## src/rtl/mem_stage_pkg.sv

```systemverilog
// Shared types and constants for the memory stage and its SRAM controller.
// The package is named mem_pkg and is imported by mem_stage and sram_ctrl.
package mem_pkg;

  typedef enum logic [1:0] {
    IDLE,
    ACC_LO,
    ACC_HI,
    DONE
  } mem_state_t;

  localparam logic [31:0] MEM_BASE = 32'd1024;
  localparam int          SRAM_DW  = 16;

endpackage

```

## src/rtl/mem_stage_sram_ctrl.sv

```systemverilog
// SRAM controller: splits one 32-bit access into two halfword cycles on the async SRAM.
// All SRAM pins are registered, so each pin value lines up with the state that drives it.
module sram_ctrl
  import mem_pkg::*;
#(
  parameter int SRAM_WAIT = 2,
  parameter int ADDR_W    = 18
) (
  input  logic                clk,
  input  logic                rst,
  input  logic                req,
  input  logic                is_write,
  input  logic [ADDR_W-2:0]   word_addr,
  input  logic [31:0]         wdata,
  output logic                ready,
  output logic                load_done,
  output logic [31:0]         load_data,
  output logic [ADDR_W-1:0]   sram_addr,
  output logic [SRAM_DW-1:0]  sram_dq_out,
  output logic                sram_dq_oe,
  input  logic [SRAM_DW-1:0]  sram_dq_in,
  output logic                sram_we_n
);

  localparam int               CNT_W      = $clog2(SRAM_WAIT + 1);
  localparam logic [CNT_W-1:0] CNT_RELOAD = CNT_W'(SRAM_WAIT - 1);

  mem_state_t          state;
  logic [CNT_W-1:0]    cnt;
  logic [ADDR_W-2:0]   word_q;
  logic [31:0]         wdata_q;
  logic                write_q;
  logic [SRAM_DW-1:0]  lo;
  logic [SRAM_DW-1:0]  hi;
  logic                cnt_zero;

  assign cnt_zero = (cnt == '0);

  always_ff @(posedge clk) begin
    if (rst) begin
      state       <= IDLE;
      cnt         <= '0;
      sram_addr   <= '0;
      sram_dq_out <= '0;
      sram_dq_oe  <= 1'b0;
      sram_we_n   <= 1'b1;
    end else begin
      case (state)
        IDLE: begin
          if (req) begin
            state       <= ACC_LO;
            cnt         <= CNT_RELOAD;
            sram_addr   <= {word_addr, 1'b0};
            sram_dq_out <= wdata[15:0];
            sram_dq_oe  <= is_write;
            sram_we_n   <= !is_write;
          end
        end
        ACC_LO: begin
          if (cnt_zero) begin
            state       <= ACC_HI;
            cnt         <= CNT_RELOAD;
            sram_addr   <= {word_q, 1'b1};
            sram_dq_out <= wdata_q[31:16];
          end else begin
            cnt <= cnt - 1'b1;
          end
        end
        ACC_HI: begin
          if (cnt_zero) begin
            state      <= DONE;
            sram_dq_oe <= 1'b0;
            sram_we_n  <= 1'b1;
          end else begin
            cnt <= cnt - 1'b1;
          end
        end
        DONE:    state <= IDLE;
        default: state <= IDLE;
      endcase
    end
  end

  // NOTE: pure data registers carry no reset; they are always written before the FSM consumes them.
  always_ff @(posedge clk) begin
    if (state == IDLE && req) begin
      word_q  <= word_addr;
      wdata_q <= wdata;
      write_q <= is_write;
    end
    if (state == ACC_LO && cnt_zero && !write_q) lo <= sram_dq_in;
    if (state == ACC_HI && cnt_zero && !write_q) hi <= sram_dq_in;
  end

  // ready drops combinationally in IDLE so the upstream registers freeze on the request edge.
  always_comb begin
    ready = 1'b0;
    case (state)
      IDLE:    ready = !req;
      DONE:    ready = 1'b1;
      default: ready = 1'b0;
    endcase
  end

  assign load_done = (state == DONE) && !write_q;
  assign load_data = {hi, lo};

endmodule

```

## src/rtl/mem_stage.sv

```systemverilog
// MEM stage of the ARM pipeline: address mapping, request decode and the load result register.
// Define MEM_ADDR_OFFSET_EN to subtract MEM_BASE from the ALU address before SRAM mapping.
module mem_stage
  import mem_pkg::*;
#(
  parameter int SRAM_WAIT = 2,
  parameter int ADDR_W    = 18
) (
  input  logic                clk,
  input  logic                rst,
  input  logic                mem_r_en,
  input  logic                mem_w_en,
  input  logic [31:0]         alu_res,
  input  logic [31:0]         val_Rm,
  output logic [31:0]         mem_result,
  output logic                ready,
  output logic [ADDR_W-1:0]   sram_addr,
  output logic [SRAM_DW-1:0]  sram_dq_out,
  output logic                sram_dq_oe,
  input  logic [SRAM_DW-1:0]  sram_dq_in,
  output logic                sram_we_n
);

  logic [31:0] eff;
  logic        req;
  logic        is_write;
  logic        load_done;
  logic [31:0] load_data;
  logic        unused_eff_bits;

`ifdef MEM_ADDR_OFFSET_EN
  assign eff = alu_res - MEM_BASE;
`else
  assign eff = alu_res;
`endif

  // Both enables high is a store; the write enable wins.
  assign req      = mem_r_en | mem_w_en;
  assign is_write = mem_w_en;

  assign unused_eff_bits = ^{eff[31:ADDR_W+1], eff[1:0]};

  sram_ctrl #(
    .SRAM_WAIT (SRAM_WAIT),
    .ADDR_W    (ADDR_W)
  ) u_sram_ctrl (
    .clk         (clk),
    .rst         (rst),
    .req         (req),
    .is_write    (is_write),
    .word_addr   (eff[ADDR_W:2]),
    .wdata       (val_Rm),
    .ready       (ready),
    .load_done   (load_done),
    .load_data   (load_data),
    .sram_addr   (sram_addr),
    .sram_dq_out (sram_dq_out),
    .sram_dq_oe  (sram_dq_oe),
    .sram_dq_in  (sram_dq_in),
    .sram_we_n   (sram_we_n)
  );

  always_ff @(posedge clk) begin
    if (rst)            mem_result <= '0;
    else if (load_done) mem_result <= load_data;
  end

endmodule

```

## config.mk

```make
export PLATFORM = sky130hd
export DESIGN_NAME = mem_stage
export DESIGN_NICKNAME = d
export VERILOG_FILES = /design/src/rtl/mem_stage_pkg.sv /design/src/rtl/mem_stage_sram_ctrl.sv /design/src/rtl/mem_stage.sv
export SDC_FILE = /design/constraint.sdc
export NUM_CORES = 1
export LEC_CHECK = 0
export ABC_AREA = 0
export CAP_MARGIN = 30
export CORE_MARGIN = 3
export CORE_UTILIZATION = 43
export DETAILED_ROUTE_END_ITERATION = 12
export MAX_ROUTING_LAYER = met4
export PLACE_DENSITY = 0.77
export REMOVE_ABC_BUFFERS = 1
export SYNTH_ARGS = -nofsm -noshare
export SYNTH_HDL_FRONTEND = slang
export SYNTH_SLANG_ARGS = --single-unit
export TNS_END_PERCENT = 30
```

## constraint.sdc

```tcl
create_clock -name clk -period 2.3 [get_ports clk]
set_input_delay 0.23 -clock clk [delete_from_list [all_inputs] [get_ports clk]]
set_output_delay 0.23 -clock clk [all_outputs]
set_load 0.03 [all_outputs]
```

==> flow_metrics.tcl <==
set metrics [dict create \
    synth_cells 417 \
    vdd_drop_max_mv 0.6584 \
    p_leak_nw 2.545 \
    postSynthAreaPerCell_um2 12.58 \
    yosysWarnings 0 \
    power_frac_seq_pct 36.6 \
    end_kind "primary output" \
    critPathLaunchType "flop" \
    place_congestion 0.7838 \
    grt_pass1_wl_mm 19.57 \
    rows 39 \
    worstPathArrival_ps 1930 \
    grt-ovfl-total 0 \
    vias 3736 \
    chipWidth_um 116.5 \
    grtUsageTotal_pct 19.65 \
    synthMuxAreaShare_pct 6.725 \
    clockRootBuffer "clkbuf_16" \
    drive_gt1_share_pct 13.83 \
    cpPeakStageDelay_ps 430 \
    wl_per_cell_um 17.82 \
    hp-class "in2reg" \
    synth-simple-area-share_pct 6.105 \
    routed_via_density 5.284 \
    synth_adder_area_share_pct 2.146 \
    p_sw_mw 3.259 \
    p_int_mw 6.305 \
    ioPinCount 153 \
    finalSetupViolCount 0 \
    path_buf_inv 2 \
    hold_violations 0 \
    r2r_slack_ps 250 \
    cts_tree "done" \
    cts_buffers 17 \
    dr.pass1.iters 4 \
    syn_area_um2 5246 \
    cpLargestDelayFamily "simple AND/OR/NAND/NOR gates" \
    synth_seq_cells 138 \
    clock.fmax_ghz 0.4638 \
    synth_edf_count 66 \
    power_frac_comb_pct 35.3 \
    min_path_cells 3 \
    dpl.hpwl_mm 7.942 \
    synthToLayoutAreaGrowth_pct 40.02 \
    drt_wl_total_mm 12.60 \
    cts_setup_buffers 0 \
    p_sw_share_pct 34.07 \
    drtIter0Drc 198 \
    drc 0 \
    grt_antenna_before_repair 0 \
    clock_latency_ps 420 \
    clk_pin_slew_ps 60 \
    synthFlopType "dfxtp_1" \
    port_buffers 137 \
    fillers 885 \
    die_h_um 116.5 \
    synth_compound_area_share_pct 16.31 \
    r2r_cells 5 \
    maxSlewViolCount 0 \
    drt.antenna.violating_nets 0 \
    criticalPathCategory "reg2out" \
    fin_skew_ps 6.863 \
    cpMaxStageDelayCell "or3b_4" \
    finalSetupTns_ps 0 \
    postCtsHoldBufs 0 \
    crit_fanout 6 \
    cp.depth 5 \
    clockBufferDepth 2 \
    synth_top_family_by_area "compound AO/OA/AOI/OAI gates" \
    core_um2 11660 \
    max-cap-violations 0 \
    start_util_pct 44.98 \
    nets 644 \
    rsz0062_at_grt "false" \
    crit_required_ps 2070 \
    outcome "complete, no violations" \
    clockPowerShare_pct 28.1 \
    async_flop_share_pct 0 \
    cp_cell_sequence "inv_1 -> ha_2 -> or3b_4 -> a21oi_2 -> buf_4" \
    ys_seq_area_share_pct 65.25 \
    cts.sinks 138 \
    synth_xor_area_share_pct 0 \
    grt_start_max_net_pins 73 \
    die-area_um2 13560 \
    tightest_slew_ps 597.3 \
    min_period_ps 2156 \
    relSlewSlack_pct 60.18 \
    n_antenna_cell 0 \
    grt_pass1_vias 3854 \
    power.density_nw_per_um2 1302 \
    h-tree-depth 4 \
    synth_cell_types 29 \
    period_share_pct 93.74 \
    power.total_mw 9.564 \
]
==> power by group through the flow <==
stage,registers (mW),clock network [mW],logic (mW)
6_report,3.50,2.69,3.38
5_1_grt,3.56,2.84,3.62
4_1_cts,3.50,2.74,3.39
3_5_place_dp,3.54,0,3.36
3_3_place_gp,3.52,0,3.30
2_1_floorplan,4.06,0,1.60
==> sequential cells by signal (all words and copies together), names as in the netlist <==
register,cells
u_sram_ctrl.sram_dq_oe,1
u_sram_ctrl.sram_we_n,1
u_sram_ctrl.word_q,17
u_sram_ctrl.sram_addr,18
u_sram_ctrl.write_q,1
u_sram_ctrl.cnt,2
u_sram_ctrl.wdata_q,16
u_sram_ctrl.hi,16
mem_result,32
u_sram_ctrl.lo,16
u_sram_ctrl.state,2
u_sram_ctrl.sram_dq_out,16
==> cells in the mapped netlist (4+ instances only) <==
master / instances / share of area [%]
buf_6: 4 / 0.86
nand2_1: 66 / 4.7
a211oi_2: 29 / 6.9
inv_1: 7 / 0.50
a21o_1: 4 / 0.57
a21oi_1: 73 / 7.0
buf_2: 4 / 0.38
mux2i_1: 33 / 6.3
ha_1: 9 / 2.1
clkbuf_1: 23 / 1.6
dfxtp_1: 72 / 27
a211oi_1: 4 / 0.57
edfxtp_1: 66 / 38
==> final timing paths <==
path                        startpoint                     endpoint
setup / recovery  u_sram_ctrl.state[0]                        ready
hold / removal                     rst                mem_result[4]
setup reg to reg  u_sram_ctrl.state[1]  u_sram_ctrl.sram_dq_out[15]
hold reg to reg         mem_result[31]               mem_result[31]
==> worst register-to-register path, delay by kind of cell (launching register included) <==
family                     cells  cell delay, ps
and+or+nand+nor                1             580
muxes                          1             430
DFF                            1             380
adders and majority gates      1             230
AOI/OAI and AO/OA              1             160
buffers and inverters          1             120
==> area by class of cell <==
type | count | area [um2] | share of cell area (%)
clock inverter | 14 | 156.4 | 2.129
inverter | 7 | 26.28 | 0.3577
clock buffer | 18 | 429.2 | 5.842
sequential | 138 | 3423 | 46.60
timing repair buffer | 147 | 1476 | 20.10
tap | 143 | 178.9 | 2.436
multi-input combinational | 240 | 1655 | 22.53
==> kinds of logic after synthesis <==
group                    after synthesis
adder cells (fa/ha/maj)                9
flip-flops                           138
AO/OA/AOI/OAI                        118
AND/OR/NAND/NOR                       78
buffers and inverters                 39
multiplexers                          35
==> routing by layer <==
layer  vias up  part of all wire, %  track usage, %  wire length [um]
li1       1772                    -               -                 -
met1      1826                   44           23.70              5483
met2       120                   49           31.46              6161
met3        18                  6.1           5.648               767
met4         0                  1.5           7.193               188
met5         -                    0               -                 0
==> placed cells by master (no fill, tap or decap), types with 7 or more instances in the layout <==
cell             count
a21oi_1             72
dfxtp_1             72
edfxtp_1            66
ha_1                 7
clkdlybuf4s50_1    135
buf_4                8
nand2_1             66
mux2i_1             33
inv_1                7
clkbuf_16           17
a211oi_2            29
==> timing repair <==
item	in CTS	in global routing
gates resized for setup	1	2
setup endpoints to repair	1	1
cloned	0	0
==> through the flow <==
stage,cell area [um2],utilization [%],hold WS [ps],cells,worst slack (ps)
3_3_place_gp,6751,57.89,444.3,675,342.6
4_1_cts,7340,62.93,324.1,707,59.10
2_1_floorplan,5091,-,294.6,385,-829.0
3_5_place_dp,6751,57.89,448.1,675,265.5
6_report,7346,62.99,324.9,707,144.0
5_1_grt,7346,62.99,347.1,707,57.94
No activity file was read; power rests on OpenSTA's default activity.
